File: src/rtl/mnc_pkg.sv
// Shared types and constants for the mnc_sweep_ctrl gate-circuit self-test sequencer.
package mnc_pkg;

    localparam int unsigned MNC_CODE_W    = 4;
    localparam int unsigned MNC_NUM_CODES = 16;
    localparam int unsigned MNC_ERR_W     = 5;
    localparam int unsigned MNC_SETTLE_W  = 4;
    localparam logic [31:0] MNC_GOLDEN_DEFAULT = 32'hEEEE_77EC;

    typedef enum logic [1:0] {
        ST_IDLE   = 2'd0,
        ST_DRIVE  = 2'd1,
        ST_SAMPLE = 2'd2,
        ST_DONE   = 2'd3
    } mnc_state_t;

endpackage

File: src/rtl/mnc_sweep_ctrl_if.sv
// Control, stimulus and result signals between the sweep sequencer and its user/circuit.
interface mnc_sweep_ctrl_if;
    import mnc_pkg::*;

    logic                  start;
    logic                  abort;
    logic                  f1;
    logic                  f2;
    logic [MNC_CODE_W-1:0] abcd;
    logic                  busy;
    logic                  done;
    logic                  pass;
    logic [MNC_ERR_W-1:0]  err_count;
    logic                  fail_valid;
    logic [MNC_CODE_W-1:0] first_fail;

    modport master (
        output start, abort, f1, f2,
        input  abcd, busy, done, pass, err_count, fail_valid, first_fail
    );

    modport slave (
        input  start, abort, f1, f2,
        output abcd, busy, done, pass, err_count, fail_valid, first_fail
    );

endinterface

File: src/rtl/mnc_golden_lut.sv
// Combinational lookup of the expected {F1,F2} pair for one input code.
module mnc_golden_lut
    import mnc_pkg::*;
#(
    parameter logic [31:0] GOLDEN = MNC_GOLDEN_DEFAULT
) (
    input  logic [MNC_CODE_W-1:0] code,
    output logic [1:0]            exp_c
);

    assign exp_c = GOLDEN[{code, 1'b0} +: 2];

endmodule

File: src/rtl/mnc_sweep_ctrl.sv
// Self-test sequencer: sweeps all 16 ABCD codes, compares F1/F2 against a golden table.
// Optional build macro MNC_STOP_ON_FAIL_EN ends the sweep at the first mismatch.
module mnc_sweep_ctrl
    import mnc_pkg::*;
#(
    parameter int unsigned SETTLE_CYCLES = 2,
    parameter logic [31:0] GOLDEN        = MNC_GOLDEN_DEFAULT
) (
    input  logic            clk,
    input  logic            rst_n,
    mnc_sweep_ctrl_if.slave bus
);

    localparam logic [MNC_SETTLE_W-1:0] SETTLE_LOAD = MNC_SETTLE_W'(SETTLE_CYCLES - 1);
    localparam logic [MNC_CODE_W-1:0]   PRE_LAST    = MNC_CODE_W'(MNC_NUM_CODES - 2);

    mnc_state_t               state_q, state_d;
    logic [MNC_CODE_W-1:0]    code_q, code_d;
    logic                     last_q, last_d;
    logic [MNC_SETTLE_W-1:0]  settle_q, settle_d;
    logic                     busy_q, busy_d;
    logic                     done_q, done_d;
    logic                     pass_q, pass_d;
    logic [MNC_ERR_W-1:0]     err_q, err_d;
    logic                     fv_q, fv_d;
    logic [MNC_CODE_W-1:0]    ff_q, ff_d;
    logic [1:0]               exp_c;
    logic                     mismatch_c;
    logic                     stop_c;

    mnc_golden_lut #(.GOLDEN(GOLDEN)) u_lut (
        .code  (code_q),
        .exp_c (exp_c)
    );

    assign mismatch_c = ({bus.f1, bus.f2} != exp_c);

    // Next-state, counter and result update
    always_comb begin
        state_d  = state_q;
        code_d   = code_q;
        last_d   = last_q;
        settle_d = settle_q;
        busy_d   = busy_q;
        done_d   = 1'b0;
        pass_d   = pass_q;
        err_d    = err_q;
        fv_d     = fv_q;
        ff_d     = ff_q;
        stop_c   = 1'b0;

        case (state_q)
            ST_IDLE: begin
                if (bus.start) begin
                    err_d    = '0;
                    fv_d     = 1'b0;
                    ff_d     = '0;
                    pass_d   = 1'b0;
                    code_d   = '0;
                    last_d   = 1'b0;
                    settle_d = SETTLE_LOAD;
                    busy_d   = 1'b1;
                    state_d  = ST_DRIVE;
                end
            end
            ST_DRIVE: begin
                if (bus.abort) begin
                    state_d = ST_IDLE;
                    busy_d  = 1'b0;
                    code_d  = '0;
                end else if (settle_q == '0) begin
                    state_d = ST_SAMPLE;
                end else begin
                    settle_d = settle_q - 1'b1;
                end
            end
            ST_SAMPLE: begin
                if (bus.abort) begin
                    state_d = ST_IDLE;
                    busy_d  = 1'b0;
                    code_d  = '0;
                end else begin
                    if (mismatch_c) begin
                        err_d = err_q + 1'b1;
                        if (!fv_q) begin
                            fv_d = 1'b1;
                            ff_d = code_q;
                        end
                    end
`ifdef MNC_STOP_ON_FAIL_EN
                    stop_c = last_q | mismatch_c;
`else
                    stop_c = last_q;
`endif
                    if (stop_c) begin
                        state_d = ST_DONE;
                        done_d  = 1'b1;
                        busy_d  = 1'b0;
                        pass_d  = (err_d == '0);
                        code_d  = '0;
                    end else begin
                        code_d   = code_q + 1'b1;
                        last_d   = (code_q == PRE_LAST);
                        settle_d = SETTLE_LOAD;
                        state_d  = ST_DRIVE;
                    end
                end
            end
            ST_DONE: begin
                state_d = ST_IDLE;
            end
            default: begin
                state_d = ST_IDLE;
                busy_d  = 1'b0;
                code_d  = '0;
            end
        endcase
    end

    always_ff @(posedge clk or negedge rst_n) begin
        if (!rst_n) begin
            state_q  <= ST_IDLE;
            code_q   <= '0;
            last_q   <= 1'b0;
            settle_q <= '0;
            busy_q   <= 1'b0;
            done_q   <= 1'b0;
            pass_q   <= 1'b0;
            err_q    <= '0;
            fv_q     <= 1'b0;
            ff_q     <= '0;
        end else begin
            state_q  <= state_d;
            code_q   <= code_d;
            last_q   <= last_d;
            settle_q <= settle_d;
            busy_q   <= busy_d;
            done_q   <= done_d;
            pass_q   <= pass_d;
            err_q    <= err_d;
            fv_q     <= fv_d;
            ff_q     <= ff_d;
        end
    end

    assign bus.abcd       = code_q;
    assign bus.busy       = busy_q;
    assign bus.done       = done_q;
    assign bus.pass       = pass_q;
    assign bus.err_count  = err_q;
    assign bus.fail_valid = fv_q;
    assign bus.first_fail = ff_q;

endmodule

File: src/flat_wrapper.sv
// flat-port wrapper written by rule: the top's interface ports become plain ports
module mnc_sweep_ctrl_flat import mnc_pkg::*;
#(
    parameter int unsigned SETTLE_CYCLES = 2,
    parameter logic [31:0] GOLDEN        = MNC_GOLDEN_DEFAULT
)
  (clk, rst_n, bus_start, bus_abort, bus_f1, bus_f2, bus_abcd, bus_busy, bus_done, bus_pass, bus_err_count, bus_fail_valid, bus_first_fail);
  mnc_sweep_ctrl_if bus_i ();
  input  logic clk;
  input  logic rst_n;
  input wire logic [$bits(bus_i.start)-1:0] bus_start;
  input wire logic [$bits(bus_i.abort)-1:0] bus_abort;
  input wire logic [$bits(bus_i.f1)-1:0] bus_f1;
  input wire logic [$bits(bus_i.f2)-1:0] bus_f2;
  output wire logic [$bits(bus_i.abcd)-1:0] bus_abcd;
  output wire logic [$bits(bus_i.busy)-1:0] bus_busy;
  output wire logic [$bits(bus_i.done)-1:0] bus_done;
  output wire logic [$bits(bus_i.pass)-1:0] bus_pass;
  output wire logic [$bits(bus_i.err_count)-1:0] bus_err_count;
  output wire logic [$bits(bus_i.fail_valid)-1:0] bus_fail_valid;
  output wire logic [$bits(bus_i.first_fail)-1:0] bus_first_fail;
  assign bus_i.start = bus_start;
  assign bus_i.abort = bus_abort;
  assign bus_i.f1 = bus_f1;
  assign bus_i.f2 = bus_f2;
  assign bus_abcd = bus_i.abcd;
  assign bus_busy = bus_i.busy;
  assign bus_done = bus_i.done;
  assign bus_pass = bus_i.pass;
  assign bus_err_count = bus_i.err_count;
  assign bus_fail_valid = bus_i.fail_valid;
  assign bus_first_fail = bus_i.first_fail;
  mnc_sweep_ctrl #(.SETTLE_CYCLES(SETTLE_CYCLES), .GOLDEN(GOLDEN)) u_core (.clk(clk), .rst_n(rst_n), .bus(bus_i));
endmodule
File: config.mk
export PLATFORM = sky130hd
export DESIGN_NAME = mnc_sweep_ctrl_flat
export DESIGN_NICKNAME = d
export VERILOG_FILES = /design/src/rtl/mnc_pkg.sv /design/src/rtl/mnc_sweep_ctrl_if.sv /design/src/rtl/mnc_golden_lut.sv /design/src/rtl/mnc_sweep_ctrl.sv /design/src/flat_wrapper.sv
export SDC_FILE = /design/constraint.sdc
export NUM_CORES = 1
export LEC_CHECK = 0
export ABC_CLOCK_PERIOD_IN_PS = 2900
export CORE_UTILIZATION = 40
export CTS_BUF_LIST = sky130_fd_sc_hd__clkbuf_4
export DETAILED_ROUTE_END_ITERATION = 12
export PLACE_DENSITY = 0.71
export SLEW_MARGIN = 10
export SYNTH_ARGS = -nofsm -noshare
export SYNTH_HDL_FRONTEND = slang
export SYNTH_SLANG_ARGS = --single-unit
File: constraint.sdc
create_clock -name clk -period 2.9 [get_ports clk]
set_clock_uncertainty 0.15 [all_clocks]
set_input_delay 0.58 -clock clk [delete_from_list [all_inputs] [get_ports clk]]
set_output_delay 0.58 -clock clk [all_outputs]
set_load 0.02 [all_outputs]
# == Word-level counts from Yosys, hierarchy flattened ==
# Index checks and enable logic that the tools add are counted.
# op_classes
shift,1
n_eq_ne,16
n_div,0
bitwise_logic,0
add_sub_neg,3
n_mul,0
order_cmp,0
muxes,45
reduce_logical,13
# op_table
operator,n
$mux 4,12
$shiftx 32x6->2 const A,1
$mux 5,5
$pmux 4 s3,2
$mux 1,14
$ne 2x2->1 const B,7
$reduce_and 4->1,3
$mux 2,5
$pmux 5 s2,1
$pmux 2 s4,1
$pmux 4 s2,1
$ne 3x2->1 const B,2
$pmux 1 s2,3
$reduce_and 3->1,2
$reduce_and 6->1,1
$add 5x1->5 const B,1
$logic_not 5->1,1
$reduce_and 5->1,1
$add 4x1->4 const B,1
$eq 2x2->1 const B,2
$eq 4x4->1 const B,1
$logic_not 4->1,1
$ne 2x1->1 const B,2
$sub 4x1->4 const B,1
other kinds (7),7
# word_totals
rom_bits,0
latchBits,0
memories,0
out_inout_bits,17
regBits,24
mem_bits_rw,0
input_bits,6
word_cells,88

# == Longest topological paths before layout ==
# Gate-level depths: netlist (run 1).
# depth
word_depth,9
mapped_depth,8
depth_no_buf,8

# == Hierarchy ==
# Synthesis (run 1) repeated with hierarchy kept, for this count alone.
# hier_totals
hier_cells,153
hier_area_um2,1457.6
# by_module_without_submodules
module,cells_each,n_inst,seq_area_each_um2,area_per_inst_um2
mnc_sweep_ctrl,149,1,600.6,1432.6
mnc_golden_lut,4,1,0.0,25.0

# == Least setup slack after synthesis (run 1) ==
# No wires, ideal clock.
# synth_path
kind,reg2reg
from,register u_core.code_q[0] (netlist: u_core.bus.abcd[0])
to,register u_core.pass_q (netlist: u_core.bus.pass)
setup_ns,0.103
n_path_buf,0
period_less_slack_ns,2.397
stages_incl_launch_ff,9
arrival_ns,2.143
slack_ns,0.503
t_required_ns,2.647
cell_sequence,dfrtp_1 > inv_1 > ha_1 > nor4b_4 > nor3b_1 > o22ai_2 > nand4_2 > xnor2_1 > o41ai_2
# synth_between
elab_chain_len,9
# synth_lines
element,line,rtl
"start, declared",mnc_sweep_ctrl.sv:18,"logic [MNC_CODE_W-1:0] code_q, code_d;"
"start signal, assigned",mnc_sweep_ctrl.sv:134,code_q <= code_d;
$shiftx 32x6->2,mnc_golden_lut.sv:11,"assign exp_c = GOLDEN[{code, 1'b0} +: 2];"
$ne 2x2->1,mnc_sweep_ctrl.sv:36,"assign mismatch_c = ({bus.f1, bus.f2} != exp_c);"
$mux 5,mnc_sweep_ctrl.sv:83,if (mismatch_c) begin
$mux 5,mnc_sweep_ctrl.sv:78,if (bus.abort) begin
$mux 5,mnc_sweep_ctrl.sv:52,case (state_q)
$logic_not 5->1,mnc_sweep_ctrl.sv:99,pass_d = (err_d == '0);
$mux 1,mnc_sweep_ctrl.sv:95,if (stop_c) begin
$mux 1,mnc_sweep_ctrl.sv:78,
$pmux 1 s2,mnc_sweep_ctrl.sv:52,
"end signal, assigned",mnc_sweep_ctrl.sv:139,pass_q <= pass_d;
"end, declared",mnc_sweep_ctrl.sv:23,"logic pass_q, pass_d;"
# No other way between the ends. The select of a mux whose other input is x is not followed.
# A chain may end at the register's enable or synchronous reset.

# == Worst setup path in the final report (run 1) ==
# Same ends and word-level chain as after synthesis.

==> results.md, run 1 <==
* Status: complete, no violations
* Num ports at 23
* Fin crit period at 2.47 ns
* Hold violation total from the final report at 0
* Static leakage power at 0.000780 uW
* Slowest cell delay on critical path at approximately 0.49 ns
* Skew-Pair Late Insertion Delay at between 0.3 and 0.4 ns
* Critical path class: reg2reg
* Total Nets Final at 186
* Non-filler cells, final at 214
* CP endpoint kind: register
* Period utilization at 0.852
* CTS Sinks at 24
* Crit path launch type: register
* CP max stage cell: dfrtp_1
* Most frequent cells in the layout: 24 x dfrtp_1, 22 x clkdlybuf4s50_1, 14 x a22o_1
* Syn Nets at 159
* Gate Count Post-Synth at 142
* Fillers at 330
* Drt wl/cell at approximately 14 um
* Starting DRC count in detailed routing at 69
* Synth Area in Compound Gates at 0.241
* Drt drc at 0
* Share of cells above drive strength 1 at 0.0952
* Hold buffers post-CTS at 0
* Largest net degree at the start of global routing at 25
* DRT Pass-1 Iters at 4
* Num CTS Buffers at 3
* Die W at 62.2 um
* Main synth FF type: dfrtp_1
* Chip height at 62.2 um
* Setup-failing EPs final at 0
* Number of max-cap violations at 0
* Total wire length at 3020 um
* PwrDens at 752 nW/um2
* Clk slew on worst S/H paths at 0.14 ns
* IO buf count at 22
* Mux share of post-synthesis cell area at 0.00777
* Post-CTS Setup Repair Bufs at 0
* Unrepaired setup endpoints after global routing: no
* ANT cells at 0
* Die area at 3870 um2
* Worst r2r dst: u_core.bus.pass$_DFFE_PN0P_
* Top cells by area, synth: dfrtp_1 41%, ha_1 9.5%, a22o_1 8.5%, nor2_1 2.8%, o21ai_0 2.8%
* Max frequency at 0.405 GHz
* H-tree depth at 1
* Yosys cell types at 41
* Vias in the first global route at 1,230
* DP Wirelength at 2280 um
* CP Max Fanout at 8
* Tot GR Track Use at 0.178
* Max Buffers Root-to-Sink at 2
* Placed insts at between 200 and 250
* Xor and xnor area share after synthesis at 0.0181
* Vias at ~1.2k
* FP Rows at 21
* Cell chain of the critical path: inv_1 -> ha_1 -> nor4b_4 -> nor3b_1 -> o22ai_2 -> nand4_2 -> xnor2_1 -> o41ai_2
* Mapped Area at 1450 um2
* Final WS setup at between 0.4 and 0.5 ns
* Slew HR at 0.727
* TNS Setup at 0 ns
* Synth-to-Final Area Change at 22.7%
* PostCTS Resize Cnt at 0
* Simple-gate portion of the synthesized area at 0.198
* Area of the core at 3420 um2
* Number of vias per cell at 5.46
* TritonCTS clock tree: yes
* Synth Register Bits at 24
* Total chip power at 1340 uW
* Dpl ws at ~0.44 ns
* Synth area leader: dfrtp_1
* Slew Limit Fails at 0
* Reg2Reg Depth at 8
* Synth top area share at 0.414
* Synth Area in Adders at 0.0949
* Critical path destination: u_core.bus.pass$_DFFE_PN0P_
* Seq/Total Area, Yosys at 0.414
* Initial Util at 0.425
* Async SR Flop Fraction at 1.00
* CP required at 3.00 ns
* Largest family of logic cells by synthesized area: compound AO/OA/AOI/OAI gates
* Critical path arrival at 2.57 ns
* FF-to-FF Start: u_core.bus.abcd[0]$_DFFE_PN0P_
* VDD IR max at roughly 0.56 mV
* Ys Warns at 0
* GRT overflow at 0
* Worst Setup SP: u_core.bus.abcd[0]$_DFFE_PN0P_
* Syn Area/Cell at 10.2 um2
* Reg2Reg Setup Slack at 0.43 ns
* Worst Hold Class: reg2reg
* Routability congestion estimate at around 0.86
* Commonest non-fill, non-tap cell in the layout: dfrtp_1
* Initial antenna violation count at 0
* Clock Root Buffer: clkbuf_4
* Post-synth EDFFs at 0
* Global-route wire length before repair at approximately 5500 um
* Least-Margin Pin Slew at slightly above 0.4 ns
* DRT antenna net count at 0
worst min-delay path by stage:
stage | from | to | slack (ns) | depth (start not counted)
final | u_core.bus.busy$_DFFE_PN0P_ | u_core.bus.busy$_DFFE_PN0P_ | 0.40 | 2
after floorplan | rst_n | u_core.bus.abcd[0]$_DFFE_PN0P_ | 0.13 | 0
after CTS | u_core.bus.busy$_DFFE_PN0P_ | u_core.bus.busy$_DFFE_PN0P_ | 0.40 | 2
after global placement | u_core.bus.busy$_DFFE_PN0P_ | u_core.bus.busy$_DFFE_PN0P_ | 0.35 | 2
after global routing | u_core.bus.first_fail[0]$_DFFE_PN0P_ | u_core.bus.first_fail[0]$_DFFE_PN0P_ | 0.43 | 1
after detailed placement | u_core.bus.busy$_DFFE_PN0P_ | u_core.bus.busy$_DFFE_PN0P_ | 0.36 | 2
layout make-up:
cell class / instances / area [um2] / share of cell area
multi-input cells: 110 / 811 / 0.456
inverters: 6 / 22.5 / 0.0127
flip-flops and latches: 24 / 601 / 0.338
clock inverters: 1 / 30.0 / 0.0169
well taps: 46 / 57.6 / 0.0323
repair buffers: 24 / 235 / 0.132
clock buffers: 3 / 22.5 / 0.0127
cell families after synthesis:
| family | Yosys count |
|---|---|
| fa+ha+maj | 11 |
| compound gates | 46 |
| buf+inv | 8 |
| xor+xnor | 3 |
| flops | 24 |
| simple gates | 49 |
| mux | 1 |
state kept, by name, summed over array words and instances, names as in the netlist:
register,flops
u_core.bus.err_count,5
u_core.bus.abcd,4
u_core.bus.first_fail,4
u_core.settle_q,4
u_core.state_q,2
u_core.bus.busy,1
u_core.bus.done,1
u_core.bus.fail_valid,1
u_core.bus.pass,1
u_core.last_q,1
power by group:
part | switching [uW] | internal [uW] | leakage [uW]
sequential | 65.1 | 397 | 0.000324
clock | 110 | 140 | 0.0000279
combinational | 373 | 252 | 0.000428
metal layers:
metal	share of wire	track usage	wire, um	vias to the layer above
met2	0.47	0.287	1430	34
li1	-	-	-	580
met5	0	0	0	-
met3	0.041	0.0331	123	7
met1	0.46	0.230	1410	548
met4	0.020	0.0814	61	0
critical path: cells and delay by family (launching register included):
family	cells	cell delay (ns)
and+or+nand+nor	3	0.53
AOI/OAI and AO/OA	2	0.66
adders and majority gates	1	0.25
DFF	1	0.49
xor gates and xnor gates	1	0.17
buffers and inverters	1	0.14
per-stage QoR:
stage / utilization / area, um2 / hold slack, ns
6_report: 0.521 / 1780 / 0.399
5_1_grt: 0.521 / 1780 / 0.434
4_1_cts: 0.521 / 1780 / 0.401
3_5_place_dp: 0.505 / 1730 / 0.359
3_3_place_gp: 0.505 / 1730 / 0.353
2_1_floorplan: - / 1450 / 0.134
synthesized netlist by cell type (2+ instances only):
cell	count
a21o_1	2
o21ai_1	3
o31ai_1	2
nor3_1	5
nand2b_1	4
nor2b_1	5
a22o_1	14
inv_1	6
a21oi_1	4
nor2_1	11
dfrtp_1	24
nor3b_1	3
o21a_1	2
nand2_1	10
o21ai_0	8
nand3_1	2
ha_1	11
xnor2_1	3
Power figures use the tool's default switching activity.
==> run 2, diff against run 1 <==
CTS_CLUSTER_SIZE = 14   (was default)
==> results of run 2 <==
Final layout, timing and power as in run 1 (identical DEF).
